## config.mk

```make
export PLATFORM = sky130hd
export DESIGN_NAME = instr_fetch_queue
export DESIGN_NICKNAME = d
export VERILOG_FILES = /design/src/rtl/fetch_pkg.sv /design/src/rtl/fetch_fifo.sv /design/src/rtl/instr_fetch_queue.sv
export SDC_FILE = /design/constraint.sdc
export NUM_CORES = 1
export LEC_CHECK = 0
export CORE_UTILIZATION = 45
export CTS_BUF_LIST = sky130_fd_sc_hd__clkbuf_16
export CTS_CLUSTER_SIZE = 20
export DETAILED_ROUTE_END_ITERATION = 10
export HOLD_SLACK_MARGIN = 0.03
export PLACE_DENSITY = 0.75
export SETUP_SLACK_MARGIN = 0.05
export SLEW_MARGIN = 20
export SYNTH_ARGS = -nofsm -noshare
export SYNTH_HDL_FRONTEND = slang
export SYNTH_SLANG_ARGS = --single-unit
```

## constraint.sdc

```tcl
create_clock -name CLK -period 9.25 [get_ports CLK]
set_clock_uncertainty 0.05 [all_clocks]
set_input_delay 0.925 -clock CLK [delete_from_list [all_inputs] [get_ports CLK]]
set_output_delay 0.925 -clock CLK [all_outputs]
set_load 0.02 [all_outputs]
```

## src/rtl/fetch_pkg.sv

```systemverilog
// Shared constants and types for the instruction fetch front end.
package fetch_pkg;

    localparam int PC_INC     = 4;
    localparam int PC_W_DEF   = 64;
    localparam int INST_W_DEF = 32;

    typedef enum logic {
        S_RUN   = 1'b0,
        S_DRAIN = 1'b1
    } fetch_state_e;

endpackage

```

## src/rtl/fetch_fifo.sv

```systemverilog
// Parameterised synchronous FIFO with push, pop, flush and occupancy count.
module fetch_fifo #(
    parameter int WIDTH = 8,
    parameter int DEPTH = 4
) (
    input  logic                     clk,
    input  logic                     reset,
    input  logic                     flush,
    input  logic                     push,
    input  logic [WIDTH-1:0]         push_data,
    input  logic                     pop,
    output logic [WIDTH-1:0]         head_data,
    output logic [$clog2(DEPTH):0]   count
);
    localparam int AW = $clog2(DEPTH);
    localparam int CW = AW + 1;

    logic [WIDTH-1:0] mem_q [DEPTH];
    logic [WIDTH-1:0] mem_d [DEPTH];
    logic [AW-1:0]    rd_q, rd_d, wr_q, wr_d;
    logic [CW-1:0]    cnt_q, cnt_d;
    logic             empty_s, full_s, do_push_s, do_pop_s;

    assign empty_s   = (cnt_q == '0);
    assign full_s    = (cnt_q == CW'(DEPTH));
    assign do_pop_s  = pop && !empty_s;
    // A push into a full FIFO is accepted only when the head leaves in the same cycle.
    assign do_push_s = push && (!full_s || do_pop_s);
    assign head_data = mem_q[rd_q];
    assign count     = cnt_q;

    // Next pointers, count and storage; reset and flush empty the queue.
    always_comb begin
        mem_d = mem_q;
        rd_d  = rd_q;
        wr_d  = wr_q;
        cnt_d = cnt_q;
        if (reset || flush) begin
            rd_d  = '0;
            wr_d  = '0;
            cnt_d = '0;
        end else begin
            if (do_push_s) begin
                mem_d[wr_q] = push_data;
                wr_d        = wr_q + AW'(1);
            end else begin
                wr_d = wr_q;
            end
            if (do_pop_s) begin
                rd_d = rd_q + AW'(1);
            end else begin
                rd_d = rd_q;
            end
            cnt_d = cnt_q + CW'(do_push_s) - CW'(do_pop_s);
        end
    end

    // State registers.
    always_ff @(posedge clk) begin
        mem_q <= mem_d;
        rd_q  <= rd_d;
        wr_q  <= wr_d;
        cnt_q <= cnt_d;
    end

endmodule

```

## src/rtl/instr_fetch_queue.sv

```systemverilog
// Fetch front end: sequential PC generation, credit-limited memory requests, response queue.
// Optional FETCH_PERF_EN adds saturating stall_cycles / flush_count counters.
module instr_fetch_queue
    import fetch_pkg::*;
#(
    parameter int DEPTH  = 4,
    parameter int PC_W   = PC_W_DEF,
    parameter int INST_W = INST_W_DEF
) (
    input  logic              CLK,
    input  logic              reset,
    input  logic [PC_W-1:0]   startpc,
    input  logic              redirect_valid,
    input  logic [PC_W-1:0]   redirect_pc,
    output logic              imem_req_valid,
    input  logic              imem_req_ready,
    output logic [PC_W-1:0]   imem_req_addr,
    input  logic              imem_rsp_valid,
    input  logic [INST_W-1:0] imem_rsp_data,
    output logic              inst_valid,
    input  logic              inst_ready,
    output logic [INST_W-1:0] inst_data,
    output logic [PC_W-1:0]   inst_pc,
    output logic [PC_W-1:0]   currentpc
`ifdef FETCH_PERF_EN
    ,
    output logic [31:0]       stall_cycles,
    output logic [15:0]       flush_count
`endif
);
    localparam int CW = $clog2(DEPTH) + 1;
    localparam int SW = CW + 1;

    logic [PC_W-1:0]        fetch_pc_q, fetch_pc_d;
    logic [CW-1:0]          discard_cnt_q, discard_cnt_d;
    fetch_state_e           state_q, state_d;
    logic [CW-1:0]          data_count_s, outstanding_s;
    logic [PC_W-1:0]        tag_head_s;
    logic [PC_W+INST_W-1:0] data_head_s;
    logic                   issue_s, rsp_fire_s, dropping_s, data_push_s, pop_s;

    // Outstanding requests are exactly the tags still waiting for a response.
    fetch_fifo #(.WIDTH(PC_W), .DEPTH(DEPTH)) u_tag_fifo (
        .clk(CLK), .reset(reset), .flush(1'b0),
        .push(issue_s), .push_data(fetch_pc_q), .pop(rsp_fire_s),
        .head_data(tag_head_s), .count(outstanding_s)
    );

    fetch_fifo #(.WIDTH(PC_W + INST_W), .DEPTH(DEPTH)) u_data_fifo (
        .clk(CLK), .reset(reset), .flush(redirect_valid),
        .push(data_push_s), .push_data({tag_head_s, imem_rsp_data}), .pop(pop_s),
        .head_data(data_head_s), .count(data_count_s)
    );

    assign imem_req_valid = !reset && !redirect_valid &&
                            (({1'b0, data_count_s} + {1'b0, outstanding_s}) < SW'(DEPTH));
    assign imem_req_addr  = fetch_pc_q;
    assign currentpc      = fetch_pc_q;
    assign issue_s        = imem_req_valid && imem_req_ready;
    // A response with nothing outstanding belongs to a pre-reset request and is ignored.
    assign rsp_fire_s     = !reset && imem_rsp_valid && (outstanding_s != '0);
    assign dropping_s     = (discard_cnt_q != '0);
    assign data_push_s    = rsp_fire_s && !dropping_s && !redirect_valid;
    assign inst_valid     = !reset && (data_count_s != '0);
    assign pop_s          = inst_valid && inst_ready;
    assign inst_data      = data_head_s[INST_W-1:0];
    assign inst_pc        = data_head_s[PC_W+INST_W-1:INST_W];

    // Fetch PC and discard count; a redirect marks every still-outstanding request stale.
    always_comb begin
        fetch_pc_d    = fetch_pc_q;
        discard_cnt_d = discard_cnt_q;
        if (reset) begin
            fetch_pc_d    = startpc;
            discard_cnt_d = '0;
        end else if (redirect_valid) begin
            fetch_pc_d    = {redirect_pc[PC_W-1:2], 2'b00};
            discard_cnt_d = outstanding_s - CW'(rsp_fire_s);
        end else begin
            if (issue_s) begin
                fetch_pc_d = fetch_pc_q + PC_W'(PC_INC);
            end else begin
                fetch_pc_d = fetch_pc_q;
            end
            if (rsp_fire_s && dropping_s) begin
                discard_cnt_d = discard_cnt_q - CW'(1);
            end else begin
                discard_cnt_d = discard_cnt_q;
            end
        end
    end

    // Debug state: S_DRAIN while stale responses remain to be dropped.
    always_comb begin
        state_d = state_q;
        if (reset) begin
            state_d = S_RUN;
        end else begin
            case (state_q)
                S_RUN:   state_d = (redirect_valid && discard_cnt_d != '0) ? S_DRAIN : S_RUN;
                S_DRAIN: state_d = (discard_cnt_d == '0) ? S_RUN : S_DRAIN;
                default: state_d = S_RUN;
            endcase
        end
    end

    // State registers.
    always_ff @(posedge CLK) begin
        fetch_pc_q    <= fetch_pc_d;
        discard_cnt_q <= discard_cnt_d;
        state_q       <= state_d;
    end

`ifdef FETCH_PERF_EN
    logic [31:0] stall_q, stall_d;
    logic [15:0] flush_q, flush_d;

    // Saturating performance counters.
    always_comb begin
        stall_d = stall_q;
        flush_d = flush_q;
        if (reset) begin
            stall_d = '0;
            flush_d = '0;
        end else begin
            if (inst_ready && !inst_valid && stall_q != '1) begin
                stall_d = stall_q + 32'd1;
            end else begin
                stall_d = stall_q;
            end
            if (redirect_valid && flush_q != '1) begin
                flush_d = flush_q + 16'd1;
            end else begin
                flush_d = flush_q;
            end
        end
    end

    // Counter registers.
    always_ff @(posedge CLK) begin
        stall_q <= stall_d;
        flush_q <= flush_d;
    end

    assign stall_cycles = stall_q;
    assign flush_count  = flush_q;
`endif

endmodule
```

Word level (Yosys, flattened, before mapping)
Cells that the tools add are included.
- $add $sub $neg: 12
- $lt $le $gt $ge: 7
- equal/unequal tests: 2
- mux-type cells: 17
- bitwise gates (word level): 6
- reduce and logical (&&, ||, !) cells: 35
- operators with widths (cell ; count):
    bitwise mux 384 bit ; 1
    two-way mux 64 bit ; 6
    two-way mux 96 bit ; 3
    bitwise mux 256 bit ; 1
    binary-select mux 96 bit (select 2 bit) ; 1
    demux 96 bit (select 2 bit) ; 1
    binary-select mux 64 bit (select 2 bit) ; 1
    demux 64 bit (select 2 bit) ; 1
    adder 64 x 3 -> 64 bit, second input constant ; 1
    logical AND 1 bit ; 16
    >= comparator 3 bit, second input constant ; 4
    inverter 2 -> 3 bit ; 4
    nonzero test 3 bit ; 4
    subtractor 3 x 1 -> 3 bit ; 3
    adder 2 x 1 -> 2 bit, second input constant ; 4
    logical NOT 1 bit ; 7
    adder 3 x 1 -> 3 bit ; 2
    == test 3 bit, second input constant ; 2
    logical NOT 3 bit ; 2
    < comparator 3 x 1 -> 1 bit, second input constant ; 2
    two-way mux 3 bit ; 2
    adder 3 x 3 -> 4 bit ; 1
    < comparator 4 x 3 -> 1 bit, second input constant ; 1
    AND reduction 2 bit ; 2
    4 further kinds ; 7
- register bits: 721
- output and inout port bits: 226
- word-level logic and storage cells: 95

Longest topological paths before layout
- depth after elaboration: 8
- mapped depth: 11
- gate-level depth less buffers: 11

By module
From an unflattened synthesis, not the netlist that was laid out.
- cell total of the unflattened synthesis: 1553
- area total of the unflattened synthesis: 29639.7 um^2
- modules (own cells, without submodules) (module ; instances ; cells an instance ; area an instance (um^2) ; seq. area each (um^2)):
    fetch_fifo (u_data_fifo) ; 1 ; 545 ; 14262.4 ; 11671.2
    fetch_fifo (u_tag_fifo) ; 1 ; 377 ; 9651.8 ; 7827.5
    instr_fetch_queue ; 1 ; 631 ; 5725.5 ; 1981.9

Worst setup path after synthesis
OpenSTA, ideal clock, no wires.
- path kind: input to register
- start: input redirect_valid
- end: register u_data_fifo.mem_q[0] (netlist bit), enable pin
- setup time: 466 ps
- arrival time: 4373 ps
- required time: 8734 ps
- slack: 4362 ps
- cell stages on the path: 6
- path buffers: 2
- cell sequence: buf_2 -> nor2_1 -> inv_1 -> buf_2 -> nor4_2 -> and2_1
- longest elaborated chain between the ends: 4
- RTL lines (item ; line ; source):
    from (decl) ; instr_fetch_queue.sv:13 ; input logic redirect_valid,
    logical NOT 1 bit ; instr_fetch_queue.sv:63 ; assign data_push_s = rsp_fire_s && !dropping_s && !redirect_valid;
    logical AND 1 bit ; instr_fetch_queue.sv:63 ;
    logical AND 1 bit ; fetch_fifo.sv:28 ; assign do_push_s = push && (!full_s || do_pop_s);
    AND reduction 2 bit (no line) (*) ; n/a ;
    to (signal assigned) ; fetch_fifo.sv:60 ; mem_q <= mem_d;
    to (decl) ; fetch_fifo.sv:18 ; logic [WIDTH-1:0] mem_q [DEPTH];
Every way passes the cells marked *; elsewhere a longest branch is shown, timed or not.
A chain may end at the register's enable or synchronous reset.

Worst setup path in the final report
- start: register u_data_fifo.rd_q[1]
- end: output inst_pc[22]
- longest elaborated chain between the ends: 4
- RTL lines (item ; line ; source):
    from (decl) ; fetch_fifo.sv:20 ; logic [AW-1:0] rd_q, rd_d, wr_q, wr_d;
    from (signal assigned) ; fetch_fifo.sv:61 ; rd_q <= rd_d;
    inverter 2 -> 3 bit (implied by the code) ; fetch_fifo.sv:29 ; assign head_data = mem_q[rd_q];
    binary-select mux 96 bit (select 2 bit) ; fetch_fifo.sv:29 ;
    two-way mux 96 bit (implied by the code) (2 in series) ; fetch_fifo.sv:29 ;
    to (decl) ; instr_fetch_queue.sv:23 ; output logic [PC_W-1:0] inst_pc,
Every way passes these cells. The select of a mux whose other input is x is not followed.

==> results.py <==
metrics = {
    "status": {
        "outcome": "complete, no violations",
    },
    "grt": {
        "first_global_vias": 15810,
        "grt_pass1_wl_mm": 100.9,
        "grt_max_degree": 65,
        "grt_use_total_pct": 21.12,
        "grt_antenna_before_repair": 2,
        "grt-ovfl-total": 0,
    },
    "route": {
        "num_vias": 15180,
        "drc": 0,
        "vias_per_cell": 5.562,
        "dr.pass1.iters": 5,
        "drtIter0Drc": 1329,
        "wl_per_cell_um": 25.14,
        "postRouteAntennaNets": 0,
        "wl_mm": 68.62,
    },
    "cells_and_area": {
        "layout-drive-gt1-share_pct": 17.10,
        "syn_to_final_growth_pct": 23.02,
        "final_common_cell": "edfxtp_1",
        "layout_common_cells": "edfxtp_1, clkdlybuf4s50_1, mux4_2",
        "final_area_um2": 35660,
        "stdcell_count": 2729,
        "antenna_cells": 0,
        "nets": 2018,
    },
    "synth": {
        "synthesis.nets": 1662,
        "avgSynthCellArea_um2": 19.65,
        "netlist_instances": 1475,
        "yosysSeqAreaShare_pct": 74.11,
        "yosys_most_used_dff": "edfxtp_1",
        "syn_area_um2": 28990,
        "yosysUniqueCellTypes": 55,
        "yosysWarnings": 0,
        "yosys_register_bits": 721,
        "synth_edf_count": 704,
        "synthArstFlopShare_pct": 0,
    },
    "place": {
        "dpl.cell_count": 2600,
        "postPlaceCellArea_um2": 33360,
        "dp_hpwl_mm": 41.44,
        "io_buffers": 389,
        "gp_congestion": 0.7590,
    },
    "timing": {
        "rsz0062_at_grt": "no",
        "setup_viol": 0,
        "finalHoldViolCount": 0,
        "tns_ps": 0,
        "finalMaxSlewViolations": 0,
        "tightestPinTransition_ps": 1151,
        "min_period_ps": 4355,
        "period_share_pct": 47.08,
        "slew_headroom_pct": 23.25,
        "fmax_mhz": 229.6,
    },
    "power_and_ir_drop": {
        "cellPowerDensity_nw_per_um2": 214.0,
        "ir_worst_vdd_mv": 0.1149,
        "p_leak_nw": 11.26,
    },
    "clock_network": {
        "hold_buffers": 0,
        "cts-root-buf": "clkbuf_16",
        "path_clk_slew_ps": 60,
        "ctsResizeCount": 0,
        "htreeDepth": 3,
        "clock_sinks": 721,
        "cts_setup_buffers": 0,
        "cts_tree": "built",
        "cts_inserted_buffers": 72,
        "clock_latency_ps": 610,
        "clockBufferDepth": 3,
    },
    "setup_path": {
        "crit_arrival_ps": 3380,
        "ff2ff_setup_slack_ps": 5550,
        "crit_type": "reg -> out",
        "cp_num_buf_inv": 2,
        "r2r_start": "currentpc[2]",
        "cpLargestDelayFamily": "buffers and inverters",
        "critPathMaxFanout": 54,
        "critPathCaptureType": "output pin",
        "cpMaxStageDelayCell": "dfxtp_4",
        "critPathMaxStageDelay_ps": 840,
        "start_kind": "flip-flop",
        "worstSetupStartpoint": "u_data_fifo.rd_q[1]",
        "required_ps": 8280,
        "crit_chain": "buf_4 -> mux4_2 -> clkdlybuf4s50_1",
    },
    "min_path": {
        "min_from": "u_tag_fifo.wr_q[1]",
        "min_path_type": "reg -> reg",
    },
    "floorplanning": {
        "start_util_pct": 45.78,
        "die_area_um2": 65430,
        "die_x_um": 255.8,
        "rows": 92,
        "core_area_um2": 63310,
        "ios": 392,
        "dieHeight_um": 255.8,
    },
    "run": {
        "cap_viol_max_count": 0,
    },
}
-- synth_stat cells, drive strengths merged (6+ instances only) --
cell type	n	area [um^2]
ha	19	237.7
xor2	21	183.9
buf	88	593.1
o21ai	48	240.2
xnor2	47	411.6
mux2i	12	120.1
a22oi	19	142.6
inv	26	97.59
clkbuf	38	142.6
and4	8	73.82
nand3	19	95.09
a21oi	26	130.1
nor4	13	175.2
o22ai	16	100.1
or3	7	48.80
nor2	38	150.2
nand4	20	191.4
o31ai	6	45.04
and2	12	75.07
edfxtp	704	21140
nor3	26	167.7
nand2	54	205.2
dfxtp	17	340.3
mux4	160	3603
-- path summary, 6_finish.rpt --
path | end | depth (start not counted)
worst max-delay path | inst_pc[22] | 3
worst min-delay path | u_tag_fifo.wr_q[1] | 2
worst max register to register | currentpc[34] | 7
worst min register to register | u_tag_fifo.wr_q[1] | 2
-- worst register-to-register path: cells and delay by family, from the launching register on --
| family | cells | cell delay [ps] |
|---|---|---|
| compound gates | 1 | 460 |
| xor+xnor | 1 | 480 |
| fa+ha+maj | 1 | 340 |
| flops | 1 | 620 |
| mux | 1 | 130 |
| simple gates | 3 | 1340 |
-- area by class of cell --
type | count | area (um^2)
Clock buffer | 75 | 1877
Sequential cell | 721 | 21500
Timing Repair Buffer | 408 | 4066
Tap cell | 846 | 1059
Fill cell | 4707 | 27650
Inverter | 26 | 97.59
Clock inverter | 51 | 361.6
Multi-Input combinational cell | 602 | 6703
-- kinds of logic after synthesis --
group	after synthesis	synth area share (%)
AO/OA/AOI/OAI	122	2.460
XOR/XNOR	68	2.055
adder cells (fa/ha/maj)	21	0.9583
buffers and inverters	152	2.875
flip-flops	721	74.11
multiplexers	177	13.04
AND/OR/NAND/NOR	214	4.506
-- sequential cells by signal (all words and copies together) (netlist names) --
| register | flops |
|---|---|
| u_data_fifo.count | 3 |
| u_tag_fifo.rd_q | 2 |
| u_data_fifo.wr_q | 2 |
| u_tag_fifo.wr_q | 2 |
| u_tag_fifo.count | 3 |
| currentpc | 64 |
| discard_cnt_q | 3 |
| u_data_fifo.rd_q | 2 |
| u_tag_fifo.mem_q | 256 |
| u_data_fifo.mem_q | 384 |
-- power by group --
group,switching [mW],internal [mW],total [mW]
registers,0.166,3.81,3.98
logic,0.456,0.446,0.902
clock network,1.19,1.56,2.75
-- stage by stage --
step	hold WS (ps)	util [%]	setup slack (ps)	total power, mW
after floorplan	458.0	-	4362	4.563
after global placement	470.9	52.69	4484	4.918
after detailed placement	504.6	52.69	4406	4.958
after CTS	515.1	56.23	4758	7.696
after global routing	558.2	56.32	4618	7.889
final	511.7	56.32	4895	7.631
-- routing by layer --
layer | vias to the layer above | share of wire (%) | routed length [um] | GRT usage (%)
li1 | 6620 | - | - | -
met2 | 608 | 48 | 33250 | 34.07
met4 | 2 | 2.2 | 1494 | 6.803
met5 | - | 0.019 | 13 | 0
met3 | 97 | 6.7 | 4621 | 3.902
met1 | 7852 | 43 | 29240 | 29.21
Note: power is estimated with default switching activity, not from simulation.
